[src/rtl/mmio_port_responder.sv]
// MMIO responder owning PortOut, a synchronized PortIn view, a sticky change flag and a change counter.
// Define MMIO_PORT_IRQ_EN to add the irq output and the STATUS.IRQ_ENABLE bit.
//
// state | meaning
// IDLE  | waiting for a selected read or write request
// WAIT  | burning the programmed wait states
// RESP  | Ready high, read data driven, write committed at the closing edge
// GAP   | dead cycle while the initiator drops its request
module mmio_port_responder #(
   parameter logic [31:0] BASE_ADDR     = 32'h1001_0000,
   parameter int          WAIT_STATES   = 1,
   parameter int          PORT_IN_WIDTH = 8
) (
   input  logic                     clk,
   input  logic                     reset,
   input  logic                     MemRead,
   input  logic                     MemWrite,
   input  logic [31:0]              Address,
   input  logic [31:0]              WriteData,
   output logic [31:0]              ReadData,
   output logic                     Ready,
   input  logic [PORT_IN_WIDTH-1:0] PortIn,
`ifdef MMIO_PORT_IRQ_EN
   output logic                     irq,
`endif
   output logic [31:0]              PortOut
);

   localparam logic [1:0] S_IDLE = 2'd0;
   localparam logic [1:0] S_WAIT = 2'd1;
   localparam logic [1:0] S_RESP = 2'd2;
   localparam logic [1:0] S_GAP  = 2'd3;

   localparam logic [27:0] BASE_HI   = BASE_ADDR[31:4];
   localparam logic [3:0]  WAIT_LOAD = (WAIT_STATES > 0) ? 4'(WAIT_STATES - 1) : 4'd0;

   logic [1:0]               state_q, state_d;
   logic [3:0]               cnt_q, cnt_d;
   logic [1:0]               off_q, off_d;
   logic                     wr_q, wr_d;
   logic [31:0]              wdata_q, wdata_d;
   logic [31:0]              port_out_q, port_out_d;
   logic [PORT_IN_WIDTH-1:0] sync1_q, sync1_d;
   logic [PORT_IN_WIDTH-1:0] sync2_q, sync2_d;
   logic [PORT_IN_WIDTH-1:0] prev_q, prev_d;
   logic                     changed_q, changed_d;
   logic [15:0]              edge_cnt_q, edge_cnt_d;
   logic                     irq_en_q;

   logic        sel;
   logic        resp;
   logic        wr_out;
   logic        wr_stat;
   logic        wr_cnt;
   logic        change;
   logic [31:0] port_in_ext;
   logic [31:0] status;
   logic [31:0] rd_mux;
   logic        unused_addr_bits;

   assign unused_addr_bits = ^Address[1:0];
   assign sel     = (Address[31:4] == BASE_HI);
   assign resp    = (state_q == S_RESP);
   assign wr_out  = resp && wr_q && (off_q == 2'd0);
   assign wr_stat = resp && wr_q && (off_q == 2'd2);
   assign wr_cnt  = resp && wr_q && (off_q == 2'd3);
   assign change  = (sync2_q != prev_q);

   always_comb begin
      state_d = state_q;
      cnt_d   = cnt_q;
      off_d   = off_q;
      wr_d    = wr_q;
      wdata_d = wdata_q;
      case (state_q)
         S_IDLE: begin
            if (sel && (MemRead || MemWrite)) begin
               off_d   = Address[3:2];
               wr_d    = MemWrite;
               wdata_d = WriteData;
               if (WAIT_STATES == 0) begin
                  state_d = S_RESP;
               end else begin
                  state_d = S_WAIT;
                  cnt_d   = WAIT_LOAD;
               end
            end
         end
         S_WAIT: begin
            if (cnt_q == 4'd0) state_d = S_RESP;
            else               cnt_d   = cnt_q - 4'd1;
         end
         S_RESP:  state_d = S_GAP;
         default: state_d = S_IDLE;
      endcase
   end

   // Set beats clear: a change seen in the same cycle as a W1C or counter clear survives.
   always_comb begin
      sync1_d    = PortIn;
      sync2_d    = sync1_q;
      prev_d     = sync2_q;
      port_out_d = wr_out ? wdata_q : port_out_q;
      changed_d  = change | (changed_q & ~(wr_stat & wdata_q[0]));
      edge_cnt_d = edge_cnt_q;
      if (wr_cnt)
         edge_cnt_d = {15'd0, change};
      else if (change && (edge_cnt_q != 16'hFFFF))
         edge_cnt_d = edge_cnt_q + 16'd1;
   end

   always_comb begin
      port_in_ext                      = '0;
      port_in_ext[PORT_IN_WIDTH-1:0]   = sync2_q;
      status                           = {30'd0, irq_en_q, changed_q};
      rd_mux                           = '0;
      case (off_q)
         2'd0:    rd_mux = port_out_q;
         2'd1:    rd_mux = port_in_ext;
         2'd2:    rd_mux = status;
         default: rd_mux = {16'd0, edge_cnt_q};
      endcase
   end

   assign Ready    = resp;
   assign ReadData = (resp && !wr_q) ? rd_mux : 32'd0;
   assign PortOut  = port_out_q;

   always_ff @(posedge clk or negedge reset) begin
      if (!reset) begin
         state_q    <= S_IDLE;
         cnt_q      <= '0;
         off_q      <= '0;
         wr_q       <= 1'b0;
         wdata_q    <= '0;
         port_out_q <= '0;
         sync1_q    <= '0;
         sync2_q    <= '0;
         prev_q     <= '0;
         changed_q  <= 1'b0;
         edge_cnt_q <= '0;
      end else begin
         state_q    <= state_d;
         cnt_q      <= cnt_d;
         off_q      <= off_d;
         wr_q       <= wr_d;
         wdata_q    <= wdata_d;
         port_out_q <= port_out_d;
         sync1_q    <= sync1_d;
         sync2_q    <= sync2_d;
         prev_q     <= prev_d;
         changed_q  <= changed_d;
         edge_cnt_q <= edge_cnt_d;
      end
   end

`ifdef MMIO_PORT_IRQ_EN
   logic irq_en_d;
   logic irq_q, irq_d;

   always_comb begin
      irq_en_d = wr_stat ? wdata_q[1] : irq_en_q;
      irq_d    = changed_q & irq_en_q;
   end

   always_ff @(posedge clk or negedge reset) begin
      if (!reset) begin
         irq_en_q <= 1'b0;
         irq_q    <= 1'b0;
      end else begin
         irq_en_q <= irq_en_d;
         irq_q    <= irq_d;
      end
   end

   assign irq = irq_q;
`else
   assign irq_en_q = 1'b0;
`endif

endmodule

[config.mk]
export PLATFORM = sky130hd
export DESIGN_NAME = mmio_port_responder
export DESIGN_NICKNAME = d
export VERILOG_FILES = /design/src/rtl/mmio_port_responder.sv
export SDC_FILE = /design/constraint.sdc
export NUM_CORES = 1
export LEC_CHECK = 0
export ABC_AREA = 1
export CELL_PAD_IN_SITES_DETAIL_PLACEMENT = 0
export CELL_PAD_IN_SITES_GLOBAL_PLACEMENT = 2
export CORE_AREA = 2 2 137 139
export CTS_BUF_LIST = sky130_fd_sc_hd__clkbuf_16
export DETAILED_ROUTE_END_ITERATION = 12
export DIE_AREA = 0 0 139 141
export GPL_TIMING_DRIVEN = 0
export PLACE_DENSITY_LB_ADDON = 0.1
export SLEW_MARGIN = 20
export SYNTH_ARGS = -nofsm -noshare
export SYNTH_HDL_FRONTEND = slang
export SYNTH_SLANG_ARGS = --single-unit
[constraint.sdc]
create_clock -name clk -period 3.6 [get_ports clk]
set_clock_uncertainty 0.2 [all_clocks]
set_input_delay 1.08 -clock clk [delete_from_list [all_inputs] [get_ports clk]]
set_output_delay 1.08 -clock clk [all_outputs]
set_load 0.01 [all_outputs]
== Word level (Yosys, flattened, before mapping) ==
Cells that the tools add are included.
Widths: inputs -> output; s select.
Word-level totals
  bits in read-only memories: 0
  word-level logic and storage cells: 55
  RAM bits: 0
  input port bits: 76
  memories: 0
  latch bits: 0
  bits in registers: 114
Cells by class
  reduce and logical (&&, ||, !) cells: 17
  mux-type cells: 10
  add/subtract/negate cells: 2
  order comparisons: 0
  $mul: 0
  shift operators: 0
  div/mod/pow operators: 0
  bitwise gates (word level): 4
  equality and inequality tests: 11
Operators by type and width (count)
  $pmux 32 s3: 1
  $mux 16: 2
  $mux 32: 1
  $eq 28x25->1 const B: 1
  $add 16x1->16 const B: 1
  $ne 16x16->1 const B: 1
  $mux 4: 2
  $ne 8x8->1: 1
  $pmux 4 s2: 1
  $logic_and 1x1->1: 7
  $eq 2x2->1 const B: 3
  $ne 2x2->1 const B: 3
  $pmux 2 s3: 1
  $eq 2x1->1 const B: 2
  $logic_not 2->1: 2
  $logic_not 4->1: 1
  $mux 2: 2
  $reduce_and 2->1: 2
  $reduce_bool 2->1: 2
  $sub 4x1->4 const B: 1
  $reduce_and 3->1: 1
  $and 1x1->1: 2
  $logic_not 1->1: 1
  $logic_or 1x1->1: 1
  2 further kinds: 2

== Longest topological paths before layout ==
Gate-level depths: netlist (run 1).
  depth after elaboration: 7
  gate-level depth with buffers: 12
  depth with buffers taken out: 11

== Worst setup path after synthesis (run 1) ==
Ideal clock, no wire load.
  path kind: reg2out
  from: reg state_q[0]
  to: out ReadData[12]
  setup slack: 0.760 ns
  data arrival time: 1.560 ns
  stages on the path, launching flop included: 8
  cells stage by stage: dfrtp_1 inv_1 ha_1 inv_1 nor2_1 inv_2 clkbuf_1 a21oi_1
On the way
  word-level cells in the longest chain between the ends: 3
RTL lines
  from (decl): RTL line 37  | logic [1:0] state_q, state_d;
  from (signal assigned): RTL line 143  | state_q <= state_d;
  $eq 2x2->1: RTL line 63  | assign resp = (state_q == S_RESP);
  named net Ready: RTL line 21  | output logic Ready,
  $logic_and 1x1->1: RTL line 126  | assign ReadData = (resp && !wr_q) ? rd_mux : 32'd0;
  $mux 32: RTL line 126
  to (decl): RTL line 20  | output logic [31:0] ReadData,
The timed path passes the listed nets, and every way through them passes these cells.

== Worst setup path in the final report (run 1) ==
  from: reg state_q[0]
  to: out ReadData[6]
On the way
  word-level cells in the longest chain between the ends: 3
RTL lines (RTL line)
  $eq 2x2->1: 63
  $logic_and 1x1->1: 126
  $mux 32: 126
No other way between the ends.

==> results of run 1 <==
==> worst max-delay path, stage by stage (launching register included) <==
cell and delay, ns:
dfrtp_1 0.41, inv_1 0.10, ha_2 0.20, inv_1 0.08, nor2_4 0.15, inv_2 0.12
nor3_2 0.24, clkdlybuf4s50_1 0.57
==> worst paths after layout <==
path | to | startpoint | slack (ns)
setup / recovery | ReadData[6] | state_q[0]$_DFFE_PN0P_ | 0.04
hold / removal | prev_d[2]$_DFF_PN0_ | sync1_q[2]$_DFF_PN0_ | 0.14
setup reg to reg | cnt_q[0]$_DFFE_PN0P_ | state_q[0]$_DFFE_PN0P_ | 1.47
hold reg to reg | prev_d[2]$_DFF_PN0_ | sync1_q[2]$_DFF_PN0_ | 0.14
max in group asynchronous | wdata_q[28]$_DFFE_PN0P_ | reset | 2.05
min in group asynchronous | sync1_q[5]$_DFF_PN0_ | reset | 0.50
==> state kept, by name (all words and copies together), names as in the netlist, 2 cells and up <==
register	count
prev_d	8
edge_cnt_q	16
state_q	2
sync1_q	8
cnt_q	4
prev_q	8
off_q	2
wdata_q	32
PortOut	32
==> cell type report <==
class	instances	share of cell area, %
buffer	25	1.896
sequential	114	36.33
inverter	48	2.311
clock inverter	13	1.275
clock buffer	17	5.418
multi-input combinational	476	30.58
timing repair buffer	140	18.45
tap	234	3.729
==> logic make-up after synthesis <==
logic type / after synthesis / share of synthesized area, %
AO/OA/AOI/OAI: 26 / 2.806
XOR/XNOR: 12 / 1.901
multiplexers: 32 / 6.517
adder cells (fa/ha/maj): 7 / 1.584
buffers and inverters: 73 / 5.590
flip-flops: 114 / 51.60
AND/OR/NAND/NOR: 399 / 30.01
==> through the flow <==
stage / total power [mW] / utilization (%)
2_1_floorplan: 1.568 / -
3_3_place_gp: 1.733 / 39.43
3_5_place_dp: 1.742 / 39.59
4_1_cts: 3.290 / 42.60
5_1_grt: 3.396 / 42.98
6_report: 3.246 / 42.98
==> synth_stat cells (all sizes together) <==
cell | count | area [um2]
o221ai | 2 | 17.52
mux2 | 32 | 360.3
xnor2 | 4 | 35.03
buf | 18 | 102.6
ha | 7 | 87.58
o21ai | 4 | 20.02
o211ai | 3 | 22.52
nand3 | 73 | 365.4
a21oi | 13 | 65.06
nand2 | 236 | 900.9
nor3b | 2 | 15.01
o21bai | 1 | 11.26
dfrtp | 114 | 2853
and2 | 1 | 8.760
clkinv | 1 | 3.750
o22ai | 3 | 18.77
nand3b | 1 | 20.02
inv | 47 | 176.4
xor2 | 8 | 70.07
nor3 | 7 | 35.03
nand4 | 3 | 18.77
clkbuf | 7 | 26.28
nor2 | 76 | 295.3
==> report_power, final <==
part	internal [mW]	total (mW)	switching (mW)
logic	0.145	0.306	0.161
registers	1.34	1.41	0.0765
clock network	0.925	1.53	0.603
total	2.41	3.25	0.840
==> repair_timing <==
item | CTS | global route
setup endpoints to repair | 32 | 20
buffers inserted | 1 | 0
gates cloned | 0 | 0
pin swaps | 1 | 0
resized for setup | 18 | 26
==> metal layers <==
layer / GRT usage, % / wire [um] / vias to the layer above
li1: - / - / 2432
met1: 21.61 / 7272 / 2341
met2: 27.64 / 7706 / 111
met3: 4.518 / 673 / 19
met4: 5.848 / 247 / 0
met5: 0 / 0 / -
==> qor.txt, run 1 <==
hold depth: 0
Pins Over Slew Limit: 0
CP Class: flop to output pin
placed cell area: 7232 um2
share of cells above drive strength 1: 12.12%
VDD IR max: 0.0003036 V
crit path time final: 3.558 ns
1st-iter DRT viols: 254
post-synthesis sequential area ratio: 51.60%
most frequent cells in the layout: nand2_1, dfrtp_1, clkdlybuf4s50_1, nand3_1, nor2_1
Core Area: 18,270 um2
clk buf depth: 2
setup violators final: 0
Yosys reg bits: 114
# diodes: 0
DRT antenna net count: 0
Fin Setup TNS: 0 ns
Slew headroom: 54.60%
All-Layer GR Usage: 16.85%
# fillers: 1,839
total vias in the final route: 4,903
grt total ovfl: 0
DR pass1 iterations: 4
Final period util: 98.84%
Post-Syn Area: 5529 um2
fin nets: 905
max frequency: 281.0 MHz
DIE WIDTH: 139 um
# DRC: 0
GP Congestion: 0.8328
Initial Util: 30.27%
vias in the first global route: 4,933
hpwl dp: 11.70 mm
Area Overhead vs Synth: 42.00%
Worst setup SP type: flop
RSZ-0062 raised after global routing: true
pin count of the biggest net entering global routing: 71
CP Capture Type: output pin
chip height: 141 um
CTS clk-pin slew, worst paths: 0.06 ns
TritonCTS Buffers: 17
Netlist cell types: 30
first-pass GRT wire length: 25.70 mm
Via density: 4.595
footprint of the multi-input gates: 2401 um2
commonest non-fill, non-tap cell in the layout: nand2_1
worst skew pair latency: 0.42 ns
status: complete, no violations
Worst Path Max Fanout: 9
Worst-Margin Slew: 0.6810 ns
Die Area: 19,600 um2
syn_area_per_cell: 8.339 um2
instance count of the mapped netlist: 663
IO Pins: 141
Final Hold Slack: 0.1413 ns
DP Worst Slack: -0.1375 ns
initial antenna violation count: 0
Post-Layout Cell Count: 1,067
min-delay worst type: flop to flop
placed insts: 1,036
CTS sink count: 114
total nets after synthesis: 746
Synth Warn #: 0
average wire per standard cell: 14.90 um
cts hold-fix bufs: 0
Buffers on Ports: 138
Required @ worst endpoint: 2.32 ns
WP data arrival: 2.28 ns
CTS tree: built
max-cap check violation count: 0
Reg2Reg Depth: 8
number of cell rows: 50
PwrDens: 413.5 nW/um2
Final Hold Viols: 0
leak pwr: 4.057 nW
H-tree levels: 4
Total Wirelength: 15.90 mm
post-route cell area: 7851 um2
Final WS setup: 0.04170 ns
clk root buf: clkbuf_16
FF/Latch Area: 2853 um2
No activity file was read; power rests on OpenSTA's default activity.
==> run 2, diff against run 1 <==
--- a/config.mk
+++ b/config.mk
@@ -14,6 +14,7 @@
 export DIE_AREA = 0 0 139 141
 export GPL_TIMING_DRIVEN = 0
 export PLACE_DENSITY_LB_ADDON = 0.1
+export SETUP_SLACK_MARGIN = 0.5
 export SLEW_MARGIN = 20
 export SYNTH_ARGS = -nofsm -noshare
 export SYNTH_HDL_FRONTEND = slang
==> constraint.sdc (replaced) <==
create_clock -name clk -period 4.2 [get_ports clk]
set_clock_uncertainty 0.2 [all_clocks]
set_input_delay 1.26 -clock clk [delete_from_list [all_inputs] [get_ports clk]]
set_output_delay 1.26 -clock clk [all_outputs]
set_load 0.01 [all_outputs]
==> run 2 against run 1 <==
  * Critical path depth is the same
  * Count of clock-buffer cells in the layout is the same
  * Register-to-register slack gained 0.64 ns
  * Hold slack gained 0.00084 ns
  * Flip-flop and latch count is the same
  * Combinational power shrank 14%
  * Clock power shrank 14%
  * Final area is essentially flat
  * Worst setup slack gained 0.31 ns
  * Critical path type unchanged
  * Critical endpoint is now ReadData[7]
  * Highest routed layer unchanged
==> qor.txt, run 2 (same netlist as run 1, synthesis figures left out) <==
Worst setup SP type: flop
worst hold path startpoint: sync1_q[2]$_DFF_PN0_
pin count of the biggest net entering global routing: 71
CTS clk-pin slew, worst paths: 0.06 ns
Final Hold Viols: 0
Area Overhead vs Synth: 41.98%
vias in the first global route: 4,934
clk root buf: clkbuf_16
setup violators final: 0
worst skew pair latency: 0.42 ns
CP Cell Sequence: inv_1 -> ha_2 -> inv_1 -> nor2_4 -> inv_2 -> nor3_1 -> clkdlybuf4s50_1
initial antenna violation count: 0
Required @ worst endpoint: 2.74 ns
DIE WIDTH: 139 um
Reg2Reg Depth: 8
average wire per standard cell: 14.90 um
# fillers: 1,839
Max stage delay on crit path: 0.60 ns
placed cell area: 7232 um2
Hold Path End: prev_d[2]$_DFF_PN0_
CTS tree: built
reg2reg setup slack: 2.11 ns
# DRC: 0
DRT antenna net count: 0
CP Class: flop to output pin
Via density: 4.566
CTS sink count: 114
Die Area: 19,600 um2
GP Congestion: 0.8328
grt total ovfl: 0
crit path time final: 3.845 ns
All-Layer GR Usage: 16.86%
fin util: 42.97%
fin nets: 906
RSZ-0062 raised after global routing: true
reg2reg start: state_q[1]$_DFFE_PN0P_
DR pass1 iterations: 4
hpwl dp: 11.70 mm
most frequent cells in the layout: nand2_1, dfrtp_1, clkdlybuf4s50_1, nand3_1, nor2_1
min-delay worst type: flop to flop
Overall Power: 2.783 mW
max frequency: 260.1 MHz
Buffers on Ports: 138
Final period util: 91.55%
1st-iter DRT viols: 238
clk buf depth: 2
Slew headroom: 54.70%
RR Endpoint: cnt_q[0]$_DFFE_PN0P_
number of cell rows: 50
WP data arrival: 2.38 ns
IO Pins: 141
hold depth: 0
post-route cell area: 7850 um2
max-cap check violation count: 0
first-pass GRT wire length: 25.70 mm
PwrDens: 354.5 nW/um2
Pins Over Slew Limit: 0
CP most frequent cell: inv_1
Initial Util: 30.27%
VDD IR max: 0.0002591 V
chip height: 141 um
H-tree levels: 4
TritonCTS Buffers: 17
Worst-Margin Slew: 0.6794 ns
total vias in the final route: 4,876
CP max-delay cell: clkdlybuf4s50_1
Worst Path Max Fanout: 9
# diodes: 0
Total Wirelength: 15.91 mm
status: complete, no violations
Final Hold Slack: 0.1421 ns
share of cells above drive strength 1: 11.99%
commonest non-fill, non-tap cell in the layout: nand2_1
CP Capture Type: output pin
leak pwr: 4.086 nW
Core Area: 18,270 um2
[run 2: metal layers]
layer | vias to the layer above | wire length [um] | global-route usage [%]
met3 | 19 | 685 | 4.518
met4 | 0 | 258 | 5.901
li1 | 2432 | - | -
met1 | 2317 | 7231 | 21.55
met2 | 108 | 7732 | 27.72
met5 | - | 0 | 0
[run 2: cell type report]
class,instances,area [um2],share of cell area [%]
well taps,234,292.8,3.730
inverters,48,182.7,2.327
flip-flops and latches,114,2853,36.34
multi-input cells,476,2390,30.44
clock buffers,17,425.4,5.419
repair buffers,141,1458,18.57
plain buffers,25,148.9,1.897
clock inverters,13,100.1,1.275
[run 2: stage by stage]
| step | TNS (ns) | instances | setup slack (ns) |
|---|---|---|---|
| after floorplan | 0 | 663 | 1.180 |
| after global placement | -339.55 | 1035 | -2.991 |
| after detailed placement | 0 | 1036 | 0.2825 |
| after CTS | 0 | 1067 | 0.3188 |
| after global routing | 0 | 1068 | 0.3258 |
| final | 0 | 1068 | 0.3551 |
[run 2: repair_timing]
action,4_1_cts,5_1_grt
buffers inserted,1,1
hold buffers,0,0
gates resized for setup,22,23
endpoints found under the setup margin,32,26
pin swaps,1,0
endpoints found under the hold margin,0,0
[run 2: where the power goes]
| group | switching [mW] | total (mW) | internal (mW) | leakage, nW |
|---|---|---|---|---|
| combinational | 0.138 | 0.263 | 0.125 | 2.31 |
| clock | 0.517 | 1.31 | 0.793 | 0.256 |
| sequential | 0.0650 | 1.21 | 1.15 | 1.52 |
[run 2: worst max-delay path: cells and delay by family (launching register included)]
kind | cells | cell delay (ns)
buffers and inverters | 4 | 0.88
AND/OR/NAND/NOR | 2 | 0.49
flip-flops | 1 | 0.40
adder cells (fa/ha/maj) | 1 | 0.20
[run 2: worst max path at each step]
stage,from,end,slack (ns),depth (start not counted)
2_1_floorplan,state_q[0]$_DFFE_PN0P_,ReadData[12],1.18,7
3_3_place_gp,reset,PortOut[25]$_DFFE_PN0P_,-2.99,1
3_5_place_dp,state_q[0]$_DFFE_PN0P_,ReadData[14],0.28,8
4_1_cts,state_q[0]$_DFFE_PN0P_,ReadData[7],0.32,7
5_1_grt,state_q[0]$_DFFE_PN0P_,ReadData[6],0.33,7
6_report,state_q[0]$_DFFE_PN0P_,ReadData[7],0.36,7
